[config.mk]
export PLATFORM = sky130hd
export DESIGN_NAME = mem_port_arbiter_flat
export DESIGN_NICKNAME = d
export VERILOG_FILES = /design/src/rtl/mem_port_arbiter_if.sv /design/src/rtl/mem_port_arbiter.sv /design/src/flat_wrapper.sv
export SDC_FILE = /design/constraint.sdc
export NUM_CORES = 1
export LEC_CHECK = 0
export CAP_MARGIN = 15
export CORE_UTILIZATION = 32
export DETAILED_ROUTE_END_ITERATION = 6
export PLACE_DENSITY = 0.72
export SYNTH_ARGS = -nofsm -noshare
export SYNTH_HDL_FRONTEND = slang
export SYNTH_SLANG_ARGS = --single-unit
[constraint.sdc]
create_clock -name clk -period 2.1 [get_ports clk]
set_input_delay 0.21 -clock clk [delete_from_list [all_inputs] [get_ports clk]]
set_output_delay 0.21 -clock clk [all_outputs]
set_load 0.01 [all_outputs]
[src/rtl/mem_port_arbiter_if.sv]
// mem_port_arbiter_if: requester, memory and response signals of the unified memory port.
interface mem_port_if;
  logic        ifReq;
  logic [31:0] ifAddr;
  logic        memReq;
  logic        memWrite;
  logic [31:0] memAddr;
  logic [31:0] memWData;
  logic [3:0]  memByteEn;
  logic        ramReady;
  logic [31:0] ramRData;
  logic        ramReq;
  logic        ramWe;
  logic [31:0] ramAddr;
  logic [31:0] ramWData;
  logic [3:0]  ramByteEn;
  logic [31:0] ifRData;
  logic        ifValid;
  logic [31:0] memRData;
  logic        memValid;
  logic        StallF;
  logic        StallM;
  logic        timeoutErr;
  modport slave (
    input  ifReq, ifAddr, memReq, memWrite, memAddr, memWData, memByteEn, ramReady, ramRData,
    output ramReq, ramWe, ramAddr, ramWData, ramByteEn, ifRData, ifValid, memRData, memValid,
           StallF, StallM, timeoutErr
  );
  modport master (
    output ifReq, ifAddr, memReq, memWrite, memAddr, memWData, memByteEn, ramReady, ramRData,
    input  ramReq, ramWe, ramAddr, ramWData, ramByteEn, ifRData, ifValid, memRData, memValid,
           StallF, StallM, timeoutErr
  );
endinterface

[src/rtl/mem_port_arbiter.sv]
// mem_port_arbiter: shares one memory port between fetch and MEM stage, data first.
// Define MEM_PORT_TIMEOUT_EN to abort accesses left unacknowledged for TIMEOUT_CYCLES.
module mem_port_arbiter #(
  parameter int unsigned TIMEOUT_CYCLES = 16
) (
  input logic       clk,
  input logic       reset,
  mem_port_if.slave bus
);
  typedef enum logic [1:0] {IDLE, DATA, FETCH, RESP} state_t;
  state_t      state_q;
  logic        ram_req_q, ram_we_q, if_valid_q, mem_valid_q;
  logic [31:0] ram_addr_q, ram_wdata_q, if_rdata_q, mem_rdata_q;
  logic [3:0]  ram_be_q;
  logic        busy, tmo, done;
  logic [31:0] rdata;
  if (TIMEOUT_CYCLES < 2 || TIMEOUT_CYCLES > 255) begin : g_bad_param
    $error("mem_port_arbiter: TIMEOUT_CYCLES must be 2..255");
  end
  assign busy  = (state_q == DATA) || (state_q == FETCH);
  assign done  = busy & (bus.ramReady | tmo);
  assign rdata = tmo ? 32'hDEADBEEF : bus.ramRData;
`ifdef MEM_PORT_TIMEOUT_EN
  logic [7:0] cnt_q;
  logic       err_q;
  assign tmo = busy & ~bus.ramReady & (cnt_q == 8'(TIMEOUT_CYCLES - 1));
  always_ff @(posedge clk) begin
    if (reset) begin
      cnt_q <= '0;
      err_q <= 1'b0;
    end else begin
      cnt_q <= busy ? cnt_q + 8'd1 : 8'd0;
      if (tmo) err_q <= 1'b1;
    end
  end
  assign bus.timeoutErr = err_q;
`else
  assign tmo            = 1'b0;
  assign bus.timeoutErr = 1'b0;
`endif
  always_ff @(posedge clk) begin
    if (reset) begin
      state_q     <= IDLE;
      ram_req_q   <= 1'b0;
      ram_we_q    <= 1'b0;
      ram_addr_q  <= '0;
      ram_wdata_q <= '0;
      ram_be_q    <= '0;
      if_rdata_q  <= '0;
      mem_rdata_q <= '0;
      if_valid_q  <= 1'b0;
      mem_valid_q <= 1'b0;
    end else begin
      if_valid_q  <= 1'b0;
      mem_valid_q <= 1'b0;
      case (state_q)
        IDLE: begin
          if (bus.memReq) begin
            state_q     <= DATA;
            ram_req_q   <= 1'b1;
            ram_we_q    <= bus.memWrite;
            ram_addr_q  <= bus.memAddr;
            ram_wdata_q <= bus.memWData;
            ram_be_q    <= bus.memByteEn;
          end else if (bus.ifReq) begin
            state_q    <= FETCH;
            ram_req_q  <= 1'b1;
            ram_we_q   <= 1'b0;
            ram_addr_q <= bus.ifAddr;
            ram_be_q   <= 4'hF;
          end
        end
        DATA: begin
          if (done) begin
            state_q     <= RESP;
            ram_req_q   <= 1'b0;
            ram_we_q    <= 1'b0;
            mem_valid_q <= 1'b1;
            if (!ram_we_q) mem_rdata_q <= rdata;
          end
        end
        FETCH: begin
          if (done) begin
            state_q    <= RESP;
            ram_req_q  <= 1'b0;
            if_valid_q <= 1'b1;
            if_rdata_q <= rdata;
          end
        end
        default: state_q <= IDLE;
      endcase
    end
  end
  assign bus.ramReq    = ram_req_q;
  assign bus.ramWe     = ram_we_q;
  assign bus.ramAddr   = ram_addr_q;
  assign bus.ramWData  = ram_wdata_q;
  assign bus.ramByteEn = ram_be_q;
  assign bus.ifRData   = if_rdata_q;
  assign bus.ifValid   = if_valid_q;
  assign bus.memRData  = mem_rdata_q;
  assign bus.memValid  = mem_valid_q;
  assign bus.StallF    = bus.ifReq & ~if_valid_q;
  assign bus.StallM    = bus.memReq & ~mem_valid_q;
endmodule

[src/flat_wrapper.sv]
// flat-port wrapper written by rule: the top's interface ports become plain ports
module mem_port_arbiter_flat 
#(
  parameter int unsigned TIMEOUT_CYCLES = 16
)
  (clk, reset, bus_ifReq, bus_ifAddr, bus_memReq, bus_memWrite, bus_memAddr, bus_memWData, bus_memByteEn, bus_ramReady, bus_ramRData, bus_ramReq, bus_ramWe, bus_ramAddr, bus_ramWData, bus_ramByteEn, bus_ifRData, bus_ifValid, bus_memRData, bus_memValid, bus_StallF, bus_StallM, bus_timeoutErr);
  mem_port_if bus_i ();
  input logic clk;
  input logic reset;
  input wire logic [$bits(bus_i.ifReq)-1:0] bus_ifReq;
  input wire logic [$bits(bus_i.ifAddr)-1:0] bus_ifAddr;
  input wire logic [$bits(bus_i.memReq)-1:0] bus_memReq;
  input wire logic [$bits(bus_i.memWrite)-1:0] bus_memWrite;
  input wire logic [$bits(bus_i.memAddr)-1:0] bus_memAddr;
  input wire logic [$bits(bus_i.memWData)-1:0] bus_memWData;
  input wire logic [$bits(bus_i.memByteEn)-1:0] bus_memByteEn;
  input wire logic [$bits(bus_i.ramReady)-1:0] bus_ramReady;
  input wire logic [$bits(bus_i.ramRData)-1:0] bus_ramRData;
  output wire logic [$bits(bus_i.ramReq)-1:0] bus_ramReq;
  output wire logic [$bits(bus_i.ramWe)-1:0] bus_ramWe;
  output wire logic [$bits(bus_i.ramAddr)-1:0] bus_ramAddr;
  output wire logic [$bits(bus_i.ramWData)-1:0] bus_ramWData;
  output wire logic [$bits(bus_i.ramByteEn)-1:0] bus_ramByteEn;
  output wire logic [$bits(bus_i.ifRData)-1:0] bus_ifRData;
  output wire logic [$bits(bus_i.ifValid)-1:0] bus_ifValid;
  output wire logic [$bits(bus_i.memRData)-1:0] bus_memRData;
  output wire logic [$bits(bus_i.memValid)-1:0] bus_memValid;
  output wire logic [$bits(bus_i.StallF)-1:0] bus_StallF;
  output wire logic [$bits(bus_i.StallM)-1:0] bus_StallM;
  output wire logic [$bits(bus_i.timeoutErr)-1:0] bus_timeoutErr;
  assign bus_i.ifReq = bus_ifReq;
  assign bus_i.ifAddr = bus_ifAddr;
  assign bus_i.memReq = bus_memReq;
  assign bus_i.memWrite = bus_memWrite;
  assign bus_i.memAddr = bus_memAddr;
  assign bus_i.memWData = bus_memWData;
  assign bus_i.memByteEn = bus_memByteEn;
  assign bus_i.ramReady = bus_ramReady;
  assign bus_i.ramRData = bus_ramRData;
  assign bus_ramReq = bus_i.ramReq;
  assign bus_ramWe = bus_i.ramWe;
  assign bus_ramAddr = bus_i.ramAddr;
  assign bus_ramWData = bus_i.ramWData;
  assign bus_ramByteEn = bus_i.ramByteEn;
  assign bus_ifRData = bus_i.ifRData;
  assign bus_ifValid = bus_i.ifValid;
  assign bus_memRData = bus_i.memRData;
  assign bus_memValid = bus_i.memValid;
  assign bus_StallF = bus_i.StallF;
  assign bus_StallM = bus_i.StallM;
  assign bus_timeoutErr = bus_i.timeoutErr;
  mem_port_arbiter #(.TIMEOUT_CYCLES(TIMEOUT_CYCLES)) u_core (.clk(clk), .reset(reset), .bus(bus_i));
endmodule
==> flow_metrics.py <==
metrics = {
    "run_status": {
        "status": "finished clean",
    },
    "logic_synthesis": {
        "synth_cells": 622,
        "syn_avg_cell_area_um2": 8.40,
        "ys_ff_latch": 138,
        "yosysSeqAreaShare_pct": 52.9,
        "synth_top_area_cell": "dfxtp_1",
        "yosysTopAreaCellShare_pct": 52.9,
        "yosysWarningCount": 0,
        "synth_cell_types": 27,
        "syn_area_mm2": 0.00523,
        "yosys-top-cells-area": "dfxtp_1, nand2_1, a21oi_1",
        "synth_nets": 765,
    },
    "floorplan": {
        "die_y_um": 130,
        "io_pins": 277,
        "rows": 46,
        "die_area_mm2": 0.0168,
        "die_x_um": 130,
        "start_util_pct": 32.9,
        "core_mm2": 0.0159,
    },
    "timing": {
        "worst_hold_slack_ns": 0.165,
        "fin_setup_tns_ns": 0,
        "finalCritPeriodShare_pct": 80.1,
        "fin_skew_ns": 0.0104,
        "max_freq_mhz": 594,
        "period_minus_slack_ns": 1.68,
        "rsz0062_at_grt": "false",
        "slew_viol_final": 0,
        "finalHoldViolCount": 0,
        "setup_ws_ns": 0.417,
        "setup_viol": 0,
    },
    "cells_and_area": {
        "postLayoutCoreUtil_pct": 55.3,
        "regArea_mm2": 0.00276,
        "nNetsFinal": 1021,
        "multiInputGateArea_mm2": 0.00219,
        "fin_cells": 1107,
        "stdcell_area_mm2": 0.00878,
        "n_antenna_cell": 0,
        "area_growth_pct": 68.0,
        "fill_cells": 1459,
        "drive_gt1_share_pct": 5.16,
    },
    "worst_setup_path": {
        "worst_setup_path_end_kind": "flop",
        "critPathKind": "flop to flop",
        "r2r_slack_ns": 0.42,
        "cp-start-kind": "flop",
        "crit_required_ns": 2.45,
        "cp_max_fo": 32,
        "crit_arrival_ns": 2.03,
    },
    "detailed_routing": {
        "routed_wire_length_per_instance_um": 13.9,
        "wl_met2_mm": 7.63,
        "drt_iter0_markers": 173,
        "wl_mm": 15.4,
        "dr_wl_met3_mm": 1.31,
        "top_layer_used": "met4",
        "ant_nets": 0,
        "vias": 5031,
        "drt-met1-wl_mm": 6.34,
        "first_pass_iters": 4,
        "drc": 0,
        "vias_per_cell": 4.54,
    },
    "clock_tree": {
        "tritoncts": "built",
        "htreeDepth": 4,
        "post_cts_buffers": 0,
        "numCtsBuffers": 17,
        "cts_max_path_buffers": 2,
        "ctsRootBufferMaster": "clkbuf_16",
        "clock_latency_ns": 0.42,
        "cts_hold_buf": 0,
        "clk_pin_slew_ns": 0.06,
        "cts_resized": 0,
        "cts_num_sinks": 138,
    },
    "global_route": {
        "grt_max_degree": 70,
        "overflow": 0,
        "antenna_found_initial": 0,
        "grt_pass1_wl_mm": 24.2,
        "grt_pass1_vias": 4856,
        "gr-usage-all-layers_pct": 18.6,
    },
    "pwr": {
        "switching_share_pct": 29.4,
        "fin_total_pwr_mw": 9.33,
        "p_sw_mw": 2.74,
        "seqPwrFrac_pct": 35.9,
        "p_clk_share_pct": 33.7,
        "ir_worst_vdd_v": 0.000782,
        "power_leakage_nw": 3.21,
        "power_density_mw_per_mm2": 1060,
        "p_int_mw": 6.59,
        "combPwrFrac_pct": 30.4,
    },
    "placed_design": {
        "place_hpwl_mm": 10.6,
        "place_congestion": 0.751,
        "dp_slack_ns": 0.413,
        "dpl-instance-area_mm2": 0.00815,
        "dpl.cell_count": 1075,
        "portBuffers": 275,
    },
    "job": {
        "maxCapViolations": 0,
    },
    "worst_hold_path": {
        "hold_class": "input port to flop",
    },
}
[state kept, by name (all words and copies together), names as in the netlist]
| name | flops |
|---|---|
| u_core.state_q | 2 |
| u_core.bus.ramReq | 1 |
| u_core.bus.ramWData | 32 |
| u_core.bus.ifRData | 32 |
| u_core.bus.ifValid | 1 |
| u_core.bus.ramAddr | 32 |
| u_core.bus.ramByteEn | 4 |
| u_core.bus.ramWe | 1 |
| u_core.bus.memRData | 32 |
| u_core.bus.memValid | 1 |
[logic make-up (layout without fill, tap and decap cells)]
group,count (synthesis),count (layout),share of synthesized area [%]
AOI/OAI and AO/OA,136,136,14.8
DFF,138,138,52.9
buffers and inverters,52,321,5.17
muxes,34,34,6.51
other,1,1,0.0718
adders and majority gates,5,5,1.20
and+or+nand+nor,256,256,19.4
[routing by layer]
layer  track usage [%]  vias to the layer above
met5                 0                        -
met4              5.40                        0
met3              8.24                        9
met2              32.1                      168
met1              20.8                     2279
li1                  -                     2575
[layout by cell type, fill, tap and decap left out]
master             n
nand2b_1           4
clkinv_4           3
clkinvlp_4         3
nor2_1            43
a21oi_1           97
clkbuf_1           1
clkbuf_16         17
buf_4              5
o22a_1             1
mux2i_1           34
nand3_1            2
nand4b_1           2
a311oi_1           1
inv_1              3
bufinv_16          4
and2_1             1
conb_1             1
clkdlybuf4s50_1  273
nand2_1          194
or3b_4             1
a211oi_1          32
dfxtp_1          138
o21ai_0            4
and4b_1            1
buf_2              1
o21a_2             1
and3_1             1
nor2b_1            3
ha_1               5
buf_12             7
inv_6              2
nor3_1             4
clkinv_2           2
[Yosys cell counts]
cell type	number
conb_1	1
buf_2	12
nand2b_1	4
dfxtp_1	138
buf_6	3
a311oi_1	1
o21a_1	1
mux2i_1	34
a211oi_1	32
nor2b_1	3
nand2_1	194
and4b_1	1
nand3_1	2
nor3_1	4
and2_1	1
or3b_4	1
nand4b_1	2
buf_1	1
clkbuf_1	23
inv_1	3
and3_1	1
o21ai_0	4
nor2_1	43
buf_4	10
o22a_1	1
ha_1	5
a21oi_1	97
[worst max-delay path: stages, from the launching register on]
cell	delay (ns)
dfxtp_1	0.37
inv_1	0.09
ha_1	0.42
and4b_1	0.28
buf_12	0.21
nand2_1	0.09
a21oi_1	0.13
[layout make-up]
class                      instances  area share (%)
tap                              216            3.08
sequential                       138            31.5
inverter                           3           0.128
clock inverter                    14            2.24
multi-input combinational        432            25.0
timing repair buffer             286            33.2
clock buffer                      18            4.89
[path summary, 6_finish.rpt]
| path | startpoint | end | depth (start not counted) |
|---|---|---|---|
| max | u_core.state_q[0]$_SDFFE_PP0P_ | u_core.bus.memRData[9]$_SDFFE_PP0P_ | 6 |
| min reg2reg | u_core.bus.ifRData[25]$_SDFFE_PP0P_ | u_core.bus.ifRData[25]$_SDFFE_PP0P_ | 2 |
| max reg2reg | u_core.state_q[0]$_SDFFE_PP0P_ | u_core.bus.memRData[9]$_SDFFE_PP0P_ | 6 |
| min | reset | u_core.bus.ramAddr[21]$_SDFFE_PP0P_ | 2 |
[power by group through the flow]
stage | clock network, mW | registers [mW] | logic [mW]
3_3_place_gp | 0 | 3.39 | 2.86
3_5_place_dp | 0 | 3.41 | 2.86
2_1_floorplan | 0 | 3.63 | 1.13
4_1_cts | 3.23 | 3.36 | 2.88
5_1_grt | 3.34 | 3.42 | 3.11
6_report | 3.14 | 3.35 | 2.83
Power figures use the tool's default switching activity.
